`src/rtl/lsu_pkg.sv`:
```
// lsu_pkg: shared types and helpers for the lsu_rmw load/store unit.
//   - RISC-V funct3 encodings for the supported access sizes
//   - lsu_state_t: control FSM states
//   - is_misaligned / is_illegal: request error classification
package lsu_pkg;

    localparam logic [2:0] F3_B  = 3'b000;
    localparam logic [2:0] F3_H  = 3'b001;
    localparam logic [2:0] F3_W  = 3'b010;
    localparam logic [2:0] F3_BU = 3'b100;
    localparam logic [2:0] F3_HU = 3'b101;

    typedef enum logic [1:0] {
        IDLE,
        RD,
        WR,
        RESP
    } lsu_state_t;

    // Size is carried in funct3[1:0] for both signed and unsigned variants.
    function automatic logic is_misaligned(input logic [2:0] funct3, input logic [1:0] addr_lo);
        case (funct3[1:0])
            2'b01:   return addr_lo[0];
            2'b10:   return addr_lo != 2'b00;
            default: return 1'b0;
        endcase
    endfunction

    function automatic logic is_illegal(input logic we, input logic [2:0] funct3);
        if (we) begin
            return !(funct3 inside {F3_B, F3_H, F3_W});
        end
        return !(funct3 inside {F3_B, F3_H, F3_W, F3_BU, F3_HU});
    endfunction

endpackage

```
`src/rtl/lsu_lane.sv`:
```
// lsu_lane: combinational byte-lane logic for lsu_rmw.
//   word       in   memory word (read data or merge register)
//   addr_lo    in   byte offset within the word
//   funct3     in   access size / signedness
//   wdata      in   right-justified store data
//   load_data  out  lane-selected, sign/zero-extended load value
//   store_word out  word with the addressed lane replaced by wdata
module lsu_lane
    import lsu_pkg::*;
(
    input  logic [31:0] word,
    input  logic [1:0]  addr_lo,
    input  logic [2:0]  funct3,
    input  logic [31:0] wdata,
    output logic [31:0] load_data,
    output logic [31:0] store_word
);

    logic [31:0] shifted;
    logic [7:0]  sel_byte;
    logic [15:0] sel_half;

    always_comb begin
        // Little-endian: offset 0 is bits [7:0].
        shifted  = word >> {addr_lo, 3'b000};
        sel_byte = shifted[7:0];
        sel_half = addr_lo[1] ? word[31:16] : word[15:0];

        case (funct3)
            F3_B:    load_data = {{24{sel_byte[7]}}, sel_byte};
            F3_H:    load_data = {{16{sel_half[15]}}, sel_half};
            F3_BU:   load_data = {24'h000000, sel_byte};
            F3_HU:   load_data = {16'h0000, sel_half};
            default: load_data = word;
        endcase

        store_word = word;
        case (funct3[1:0])
            2'b00: store_word[{addr_lo, 3'b000} +: 8] = wdata[7:0];
            2'b01: begin
                if (addr_lo[1]) begin
                    store_word[31:16] = wdata[15:0];
                end else begin
                    store_word[15:0] = wdata[15:0];
                end
            end
            2'b10:   store_word = wdata;
            default: store_word = word;
        endcase
    end

endmodule

```
`src/rtl/lsu_rmw.sv`:
```
// lsu_rmw: load/store unit in front of a word-wide memory without byte enables.
// Sub-word stores are done as a registered read-modify-write.
//   clk, rst_n                      clock, async active-low reset
//   req_valid/req_ready             request handshake (ready only when idle)
//   req_we, req_funct3              store flag and RISC-V funct3
//   req_addr, req_wdata             byte address, right-justified store data
//   rsp_valid, rsp_rdata, rsp_err   one-cycle completion pulse with load data / error
//   mem_we, mem_addr, mem_wdata     memory write port and shared address
//   mem_rdata                       combinational memory read word
// DATA_W must be 32.
module lsu_rmw
    import lsu_pkg::*;
#(
    parameter int ADDR_W = 32,
    parameter int DATA_W = 32
) (
    input  logic              clk,
    input  logic              rst_n,
    input  logic              req_valid,
    output logic              req_ready,
    input  logic              req_we,
    input  logic [2:0]        req_funct3,
    input  logic [ADDR_W-1:0] req_addr,
    input  logic [DATA_W-1:0] req_wdata,
    output logic              rsp_valid,
    output logic [DATA_W-1:0] rsp_rdata,
    output logic              rsp_err,
    output logic              mem_we,
    output logic [ADDR_W-1:0] mem_addr,
    output logic [DATA_W-1:0] mem_wdata,
    input  logic [DATA_W-1:0] mem_rdata
);

    lsu_state_t        state_q, state_d;
    logic [ADDR_W-1:0] addr_q, addr_d;
    logic [2:0]        funct3_q, funct3_d;
    logic              we_q, we_d;
    logic [DATA_W-1:0] wdata_q, wdata_d;
    logic [DATA_W-1:0] merge_q, merge_d;
    logic [DATA_W-1:0] rsp_rdata_q, rsp_rdata_d;
    logic              rsp_err_q, rsp_err_d;

    logic              idle;
    logic [DATA_W-1:0] lane_word;
    logic [1:0]        lane_addr;
    logic [2:0]        lane_funct3;
    logic [DATA_W-1:0] load_data;
    logic [DATA_W-1:0] store_word;
    logic              req_err;

    assign idle = (state_q == IDLE);

    // In IDLE the lane decodes the live request against the live read word
    // (loads finish on accept); afterwards it works on the latched request
    // and the merge register.
    assign lane_word   = idle ? mem_rdata : merge_q;
    assign lane_addr   = idle ? req_addr[1:0] : addr_q[1:0];
    assign lane_funct3 = idle ? req_funct3 : funct3_q;

    lsu_lane u_lane (
        .word       (lane_word),
        .addr_lo    (lane_addr),
        .funct3     (lane_funct3),
        .wdata      (wdata_q),
        .load_data  (load_data),
        .store_word (store_word)
    );

    assign req_err = is_illegal(req_we, req_funct3) || is_misaligned(req_funct3, req_addr[1:0]);

    always_comb begin
        state_d     = state_q;
        addr_d      = addr_q;
        funct3_d    = funct3_q;
        we_d        = we_q;
        wdata_d     = wdata_q;
        merge_d     = merge_q;
        rsp_rdata_d = rsp_rdata_q;
        rsp_err_d   = rsp_err_q;

        unique case (state_q)
            IDLE: begin
                if (req_valid) begin
                    addr_d   = req_addr;
                    funct3_d = req_funct3;
                    we_d     = req_we;
                    wdata_d  = req_wdata;
                    if (req_err) begin
                        rsp_err_d   = 1'b1;
                        rsp_rdata_d = '0;
                        state_d     = RESP;
                    end else if (!req_we) begin
                        rsp_err_d   = 1'b0;
                        rsp_rdata_d = load_data;
                        state_d     = RESP;
                    end else begin
                        rsp_err_d   = 1'b0;
                        rsp_rdata_d = '0;
                        // Full words need no merge, so skip the read.
                        state_d     = (req_funct3 == F3_W) ? WR : RD;
                    end
                end
            end
            RD: begin
                merge_d = mem_rdata;
                state_d = WR;
            end
            WR:   state_d = RESP;
            RESP: state_d = IDLE;
            default: state_d = IDLE;
        endcase
    end

    always_ff @(posedge clk or negedge rst_n) begin
        if (!rst_n) begin
            state_q     <= IDLE;
            addr_q      <= '0;
            funct3_q    <= '0;
            we_q        <= 1'b0;
            wdata_q     <= '0;
            merge_q     <= '0;
            rsp_rdata_q <= '0;
            rsp_err_q   <= 1'b0;
        end else begin
            state_q     <= state_d;
            addr_q      <= addr_d;
            funct3_q    <= funct3_d;
            we_q        <= we_d;
            wdata_q     <= wdata_d;
            merge_q     <= merge_d;
            rsp_rdata_q <= rsp_rdata_d;
            rsp_err_q   <= rsp_err_d;
        end
    end

    // Decoded straight from the state flop so an async reset drops the write at once.
    assign mem_we    = (state_q == WR) && we_q;
    assign mem_addr  = idle ? req_addr : addr_q;
    assign mem_wdata = (state_q == WR) ? store_word : merge_q;

    assign req_ready = idle;
    assign rsp_valid = (state_q == RESP);
    assign rsp_rdata = rsp_rdata_q;
    assign rsp_err   = rsp_err_q;

endmodule

```
`config.mk`:
```
export PLATFORM = sky130hd
export DESIGN_NAME = lsu_rmw
export DESIGN_NICKNAME = d
export VERILOG_FILES = /design/src/rtl/lsu_pkg.sv /design/src/rtl/lsu_lane.sv /design/src/rtl/lsu_rmw.sv
export SDC_FILE = /design/constraint.sdc
export NUM_CORES = 1
export LEC_CHECK = 0
export ABC_AREA = 0
export CAP_MARGIN = 20
export CORE_ASPECT_RATIO = 0.5
export CORE_MARGIN = 3
export CORE_UTILIZATION = 51
export CTS_CLUSTER_DIAMETER = 40
export DETAILED_ROUTE_END_ITERATION = 10
export PLACE_DENSITY = 0.82
export SLEW_MARGIN = 20
export SYNTH_ARGS = -nofsm -noshare
export SYNTH_HDL_FRONTEND = slang
export SYNTH_HIERARCHICAL = 1
export SYNTH_SLANG_ARGS = --single-unit
```
`constraint.sdc`:
```
create_clock -name clk -period 4.7 [get_ports clk]
set_input_delay 0.94 -clock clk [delete_from_list [all_inputs] [get_ports clk]]
set_output_delay 0.94 -clock clk [all_outputs]
set_load 0.05 [all_outputs]
```
# --- Word level (Yosys, flattened, before mapping) ---
# Index checks and enable logic that the tools add are counted.
word_totals:
  in_bits: 103
  register_bits: 135
  out_inout_bits: 100
classes:
  n_reduce_logical: 12
  n_shift: 3
  eq_ne: 15
  muxes: 23
  addsub: 1
op_table:
  columns: ["op", "n"]
  rows:
  - ["two-way mux 32 bit", 5]
  - ["case mux 32 bit (4 select lines)", 1]
  - ["case mux 32 bit (3 select lines)", 1]
  - ["two-way mux 16 bit", 3]
  - ["bitwise mux 32 bit", 1]
  - ["variable shift 8 x 7 -> 32 bit, first input constant", 1]
  - ["variable part select 8 x 7 -> 32 bit", 1]
  - [">> shifter 32 x 5 -> 8 bit", 1]
  - ["equality test 3 bit, second input constant", 4]
  - ["two-way mux 2 bit", 5]
  - ["equality test 2 bit, second input constant", 4]
  - ["case mux 2 bit (4 select lines)", 1]
  - ["negation 5 -> 7 bit", 1]
  - ["equality test 2 x 1 -> 1 bit, second input constant", 3]
  - ["equality test 3 x 1 -> 1 bit, second input constant", 2]
  - ["zero test 3 bit", 2]
  - ["nonzero test 5 bit", 1]
  - ["zero test 2 bit", 2]
  - ["two-way mux 1 bit", 4]
  - ["equality test 3 x 2 -> 1 bit, second input constant", 1]
  - ["two-way mux 3 bit", 1]
  - ["nonzero test 3 bit", 1]
  - ["zero test 1 bit", 2]
  - ["!= test 2 bit, second input constant", 1]
  - ["other kinds (5)", 5]

# --- Longest topological paths before layout ---
# Gate-level depths: netlist (run 1).
depth:
  depth_word: 9
  ltp_mapped: 14
  ltp_nobuf: 9

# --- Hierarchy ---
# Netlist (run 1), hierarchy kept.
by_module_without_submodules:
  columns: ["module", "cells_each", "instances", "seq_area_each_um2", "area_each_um2"]
  rows:
  - ["lsu_rmw", 637, 1, 3378.2, 6646.4]
  - ["lsu_lane", 233, 1, 0.0, 1652.8]

# --- Worst setup path before layout (run 1) ---
# OpenSTA, ideal clock, no wires.
synth_path:
  path_type: "reg2out"
  start: "register state_q[0]"
  end: "output mem_wdata[16]"
  required_time_ps: 3760
  arrival_ps: 4044
  slack_ps: -284
  stages_incl_launch_ff: 14
  cell_sequence: "dfrtp_1 -> inv_1 -> ha_1 -> buf_2 -> buf_2 -> mux2_2 -> buf_4 -> inv_1 -> clkbuf_1 -> ha_1 -> nor4b_1 -> a32o_1 -> a221o_1 -> mux2_2"
synth_via:
  elab_chain_cells: 7
synth_lines:
  columns: ["element", "line_no", "rtl"]
  rows:
  - ["from (decl)", "lsu_rmw.sv:34", "lsu_state_t state_q, state_d;"]
  - ["from (signal assigned)", "lsu_rmw.sv:125", "state_q <= state_d;"]
  - ["zero test 2 bit *", "lsu_rmw.sv:51", "assign idle = (state_q == IDLE);"]
  - ["named net req_ready", "lsu_rmw.sv:20", "output logic req_ready,"]
  - ["two-way mux 2 bit", "lsu_rmw.sv:57", "assign lane_addr = idle ? req_addr[1:0] : addr_q[1:0];"]
  - ["negation 5 -> 7 bit", "lsu_lane.sv:39", "2'b00: store_word[{addr_lo, 3'b000} +: 8] = wdata[7:0];"]
  - ["variable part select 8 x 7 -> 32 bit / variable shift 8 x 7 -> 32 bit (equally long branches)", "lsu_lane.sv:39", null]
  - ["bitwise mux 32 bit", "lsu_lane.sv:39", null]
  - ["case mux 32 bit (3 select lines) *", "lsu_lane.sv:38", "case (funct3[1:0])"]
  - ["named net store_word[16]", "lsu_rmw.sv:48", "logic [DATA_W-1:0] store_word;"]
  - ["two-way mux 32 bit *", "lsu_rmw.sv:139", "assign mem_wdata = (state_q == WR) ? store_word : merge_q;"]
  - ["to (decl)", "lsu_rmw.sv:30", "output logic [DATA_W-1:0] mem_wdata,"]
# Mark *: on every way through the listed nets, which the timed path passes. The rest lies on a longest branch.

# --- Worst setup path after layout (run 1) ---
layout_path:
  start: "input req_addr[0]"
  end: "output mem_wdata[22]"
layout_via:
  elab_chain_cells: 6
layout_lines:
  columns: ["element", "line_no", "rtl"]
  rows:
  - ["from (decl)", "lsu_rmw.sv:23", "input logic [ADDR_W-1:0] req_addr,"]
  - ["two-way mux 2 bit *", "lsu_rmw.sv:57", null]
  - ["negation 5 -> 7 bit *", "lsu_lane.sv:39", null]
  - ["variable part select 8 x 7 -> 32 bit / variable shift 8 x 7 -> 32 bit (equally long branches)", "lsu_lane.sv:39", null]
  - ["bitwise mux 32 bit *", "lsu_lane.sv:39", null]
  - ["case mux 32 bit (3 select lines) *", "lsu_lane.sv:38", null]
  - ["named net store_word[22]", "lsu_rmw.sv:48", null]
  - ["two-way mux 32 bit *", "lsu_rmw.sv:139", null]
# Marks and branches as above.

==> load_flow_metrics.sql, run 1 <==
INSERT INTO impl_metrics (metric_group, metric, value, unit) VALUES
('setup_path', 'critPathRequiredTime', '3760', 'ps'),
('routing', 'first_iter_violations', '668', ''),
('timing', 'fin_setup_tns', '0', 'ps'),
('global_routing', 'vias_in_the_first_global_route', '7322', ''),
('timing', 'max_clock_freq', '0.219', 'GHz'),
('synthesis', 'yosys_register_bits', '135', ''),
('setup_path', 'critical-path-top-cell-by-count', 'sky130_fd_sc_hd__mux2_2', ''),
('final_layout', 'multi_input_area', '4540', 'um^2'),
('clock_network', 'tritoncts', 'yes', ''),
('final_layout', 'drive_above_1_share', '25.0', '%'),
('synthesis', 'synthDistinctLibCells', '56', ''),
('clock_network', 'worst_skew_pair.late_latency', '420', 'ps'),
('routing', 'route.antenna.remaining_nets', '0', ''),
('die', 'io_pins', '203', ''),
('routing', 'detail_route.wl_per_cell', '19.8', 'um'),
('routing', 'num_vias', '7449', ''),
('timing', 'clock-skew-final', '10.2', 'ps'),
('synthesis', 'postSynth.topFlopCell', 'sky130_fd_sc_hd__dfrtp_1', ''),
('final_layout', 'final.fill_count', '1169', ''),
('clock_network', 'cts-htree-levels', '4', ''),
('synthesis', 'synthArstFlopShare', '100', '%'),
('routing', 'drt-pass1-iter-count', '6', ''),
('timing', 'period_needed', '4560', 'ps'),
('setup_path', 'worstPathCellList', 'clkdlybuf4s50_1, mux2_2, inv_1, ha_1, nor4b_1, a32o_1, a221o_1, mux2_2, buf_4', ''),
('setup_path', 'timing.critical_path.slowest_stage_cell', 'sky130_fd_sc_hd__clkdlybuf4s50_1', ''),
('final_layout', 'antenna_cells', '0', ''),
('synthesis', 'netlist_area', '8300', 'um^2'),
('clock_network', 'clkTransAtPathRegs', '60', 'ps'),
('clock_network', 'cts_root_buffer', 'sky130_fd_sc_hd__clkbuf_16', ''),
('die', 'floorplan.die.height', '96.2', 'um'),
('routing', 'route.final.wire_length', '25.2', 'mm'),
('setup_path', 'timing.critical_path.slowest_cell_delay', '560', 'ps'),
('timing', 'final-max-slew-violation-count', '0', ''),
('setup_path', 'critPathKind', 'input pin to output port', ''),
('min_path', 'hold_depth', '2', ''),
('synthesis', 'synthTopCellsByArea', 'sky130_fd_sc_hd__dfrtp_1 41%, sky130_fd_sc_hd__mux2_2 19%, sky130_fd_sc_hd__nand2_1 13%', ''),
('global_routing', 'largest_net_degree_at_the_start_of_global_routing', '105', ''),
('clock_network', 'clock_sinks', '135', ''),
('flow_run', 'max_cap_viol_count', '0', ''),
('global_routing', 'grt_usage', '27.9', '%'),
('clock_network', 'cts_buffer_depth', '2', ''),
('synthesis', 'synth_top_cell_area_share', '40.7', '%'),
('synthesis', 'netlist_instances', '870', ''),
('placed_design', 'dpl.hpwl', '17.7', 'mm'),
('global_routing', 'grt_remaining_overflow', '0', ''),
('timing', 'fin_crit_sh', '97.1', '%'),
('timing', 'headroom_to_the_max_slew_limit', '30.1', '%'),
('synthesis', 'synthesis.nets', '985', ''),
('die', 'coreArea', '15700', 'um^2'),
('die', 'overall_die_area', '17900', 'um^2'),
('min_path', 'min-delay-path-class', 'flop to flop', ''),
('die', 'rows', '32', ''),
('placed_design', 'globalplace.congestion', '0.967', ''),
('setup_path', 'endpoint_kind', 'output port', ''),
('final_layout', 'final-seq-area', '3380', 'um^2'),
('synthesis', 'synthDominantAreaCellType', 'sky130_fd_sc_hd__dfrtp_1', ''),
('synthesis', 'ys.warnings.count', '6', ''),
('setup_path', 'r2r_cells', '9', ''),
('placed_design', 'numPortBuffers', '202', ''),
('routing', 'via_per_inst', '5.84', ''),
('synthesis', 'synth_area_per_cell', '9.54', 'um^2'),
('setup_path', 'worst_ep_arrival_time', '3620', 'ps'),
('timing', 'hold_viol', '0', ''),
('timing', 'setup_viol', '0', ''),
('synthesis', 'synth_most_common_cell', 'sky130_fd_sc_hd__nand2_1', ''),
('synthesis', 'synth_enable_flop_cells', '0', ''),
('global_routing', 'grt_antenna_before_repair', '0', ''),
('clock_network', 'setup_fix_buffers_added_after_clock_tree_synthesis', '0', ''),
('global_routing', 'grt_pass1_wl', '39.7', 'mm'),
('routing', 'drc_errors', '0', ''),
('setup_path', 'worst_setup_path_start_kind', 'input pin', ''),
('die', 'initial_utilization', '53.0', '%'),
('synthesis', 'yosysSeqAreaShare', '40.7', '%'),
('die', 'width_of_the_die', '186', 'um'),
('setup_path', 'timing.critical_path.fanout_max', '8', ''),
('clock_network', 'tritoncts.num_buffers', '17', ''),
('status', 'outcome', 'finished clean', ''),
('final_layout', 'flow.area_growth_from_synthesis', '33.6', '%'),
('synthesis', 'post_synth_most_frequent_cells', '286 x sky130_fd_sc_hd__nand2_1, 138 x sky130_fd_sc_hd__mux2_2, 135 x sky130_fd_sc_hd__dfrtp_1', ''),
('final_layout', 'fin_nets', '1157', ''),
('timing', 'grt_setup_unrepaired', 'no', ''),
('timing', 'timing_worst_slew_pin_value', '1050', 'ps');
## per-stage QoR
step / cells / utilization [%] / hold WS, ps / area, um^2 / worst slack [ps]
6_report: 1276 / 70.8 / 474 / 11100 / 138
5_1_grt: 1276 / 70.8 / 498 / 11100 / 42.2
4_1_cts: 1276 / 70.7 / 477 / 11100 / 195
3_5_place_dp: 1244 / 67.1 / 461 / 10500 / 204
3_3_place_gp: 1244 / 67.1 / 454 / 10500 / 285
2_1_floorplan: 870 / - / 442 / 8300 / 22.9
## timing repair
action                     in CTS  in global routing
hold buffers                    0                  0
gates resized for setup         0                  1
setup endpoints to repair       0                 16
## layout make-up
cell class | instances | area share, %
Multi-Input combinational cell | 658 | 40.9
Sequential cell | 135 | 30.5
Timing Repair Buffer | 220 | 20.6
Tap cell | 221 | 2.49
Clock buffer | 18 | 3.96
Inverter | 10 | 0.339
Clock inverter | 14 | 1.23
## per-layer routing
metal	up-vias	routed length, um	track usage, %
met4	0	559	8.80
met2	362	11300	44.9
met1	3638	11300	38.0
met3	54	2110	6.29
met5	-	0	0
li1	3395	-	-
## registers in the layout, summed over array words and instances, names as in the netlist
name / count
wdata_q: 32
merge_q: 32
we_q: 1
rsp_rdata: 32
addr_q: 32
funct3_q: 3
rsp_err: 1
state_q: 2
## kinds of logic after synthesis
group,count (synthesis),share of synthesized area [%]
AND/OR/NAND/NOR,350,17.3
adder cells (fa/ha/maj),12,1.81
AO/OA/AOI/OAI,137,13.7
buffers and inverters,77,5.05
flip-flops,135,40.7
multiplexers,159,21.4
## final timing paths
| kind | startpoint | to | slack, ps |
|---|---|---|---|
| setup / recovery | req_addr[0] | mem_wdata[22] | 140 |
| hold / removal | addr_q[25] | addr_q[25] | 470 |
| setup reg to reg | state_q[0] | rsp_rdata[22] | 1460 |
| hold reg to reg | addr_q[25] | addr_q[25] | 470 |
| max in group asynchronous | rst_n | addr_q[17] | 3030 |
| min in group asynchronous | rst_n | rsp_rdata[9] | 630 |
## worst max-delay path: cells and delay by family
kind	cells	cell delay, ps
buffers and inverters	3	840
AOI/OAI and AO/OA	2	690
adders and majority gates	1	330
muxes	2	370
and+or+nand+nor	1	450
## cell usage in the layout, fill, tap and decap left out, types with 3 or more instances in the layout
master,count
sky130_fd_sc_hd__clkbuf_16,17
sky130_fd_sc_hd__o21ai_2,30
sky130_fd_sc_hd__inv_6,5
sky130_fd_sc_hd__o22ai_1,8
sky130_fd_sc_hd__mux2_2,138
sky130_fd_sc_hd__nand2_1,285
sky130_fd_sc_hd__a221oi_1,7
sky130_fd_sc_hd__mux2i_1,18
sky130_fd_sc_hd__o21ai_0,6
sky130_fd_sc_hd__a22oi_1,8
sky130_fd_sc_hd__nor2b_1,10
sky130_fd_sc_hd__a21oi_1,9
sky130_fd_sc_hd__clkinv_4,3
sky130_fd_sc_hd__inv_1,8
sky130_fd_sc_hd__nand3_1,16
sky130_fd_sc_hd__o21ai_1,3
sky130_fd_sc_hd__buf_12,16
sky130_fd_sc_hd__a221o_1,23
sky130_fd_sc_hd__a21boi_0,8
sky130_fd_sc_hd__a22o_1,15
sky130_fd_sc_hd__dfrtp_1,135
sky130_fd_sc_hd__nor2_1,19
sky130_fd_sc_hd__buf_4,33
sky130_fd_sc_hd__o221ai_1,8
sky130_fd_sc_hd__ha_1,10
sky130_fd_sc_hd__clkdlybuf4s50_1,169
Power of run 1 is not shown: default switching activity piles up to over one toggle a cycle in this logic, so the estimate is an artifact.
==> run 2: changes to the inputs <==
ABC_CLOCK_PERIOD_IN_PS = 4700   (was unset)
==> results of run 2 <==
The final DEF is identical to that of run 1; final timing and power are the same.
Power of run 2 is left out for the same reason.
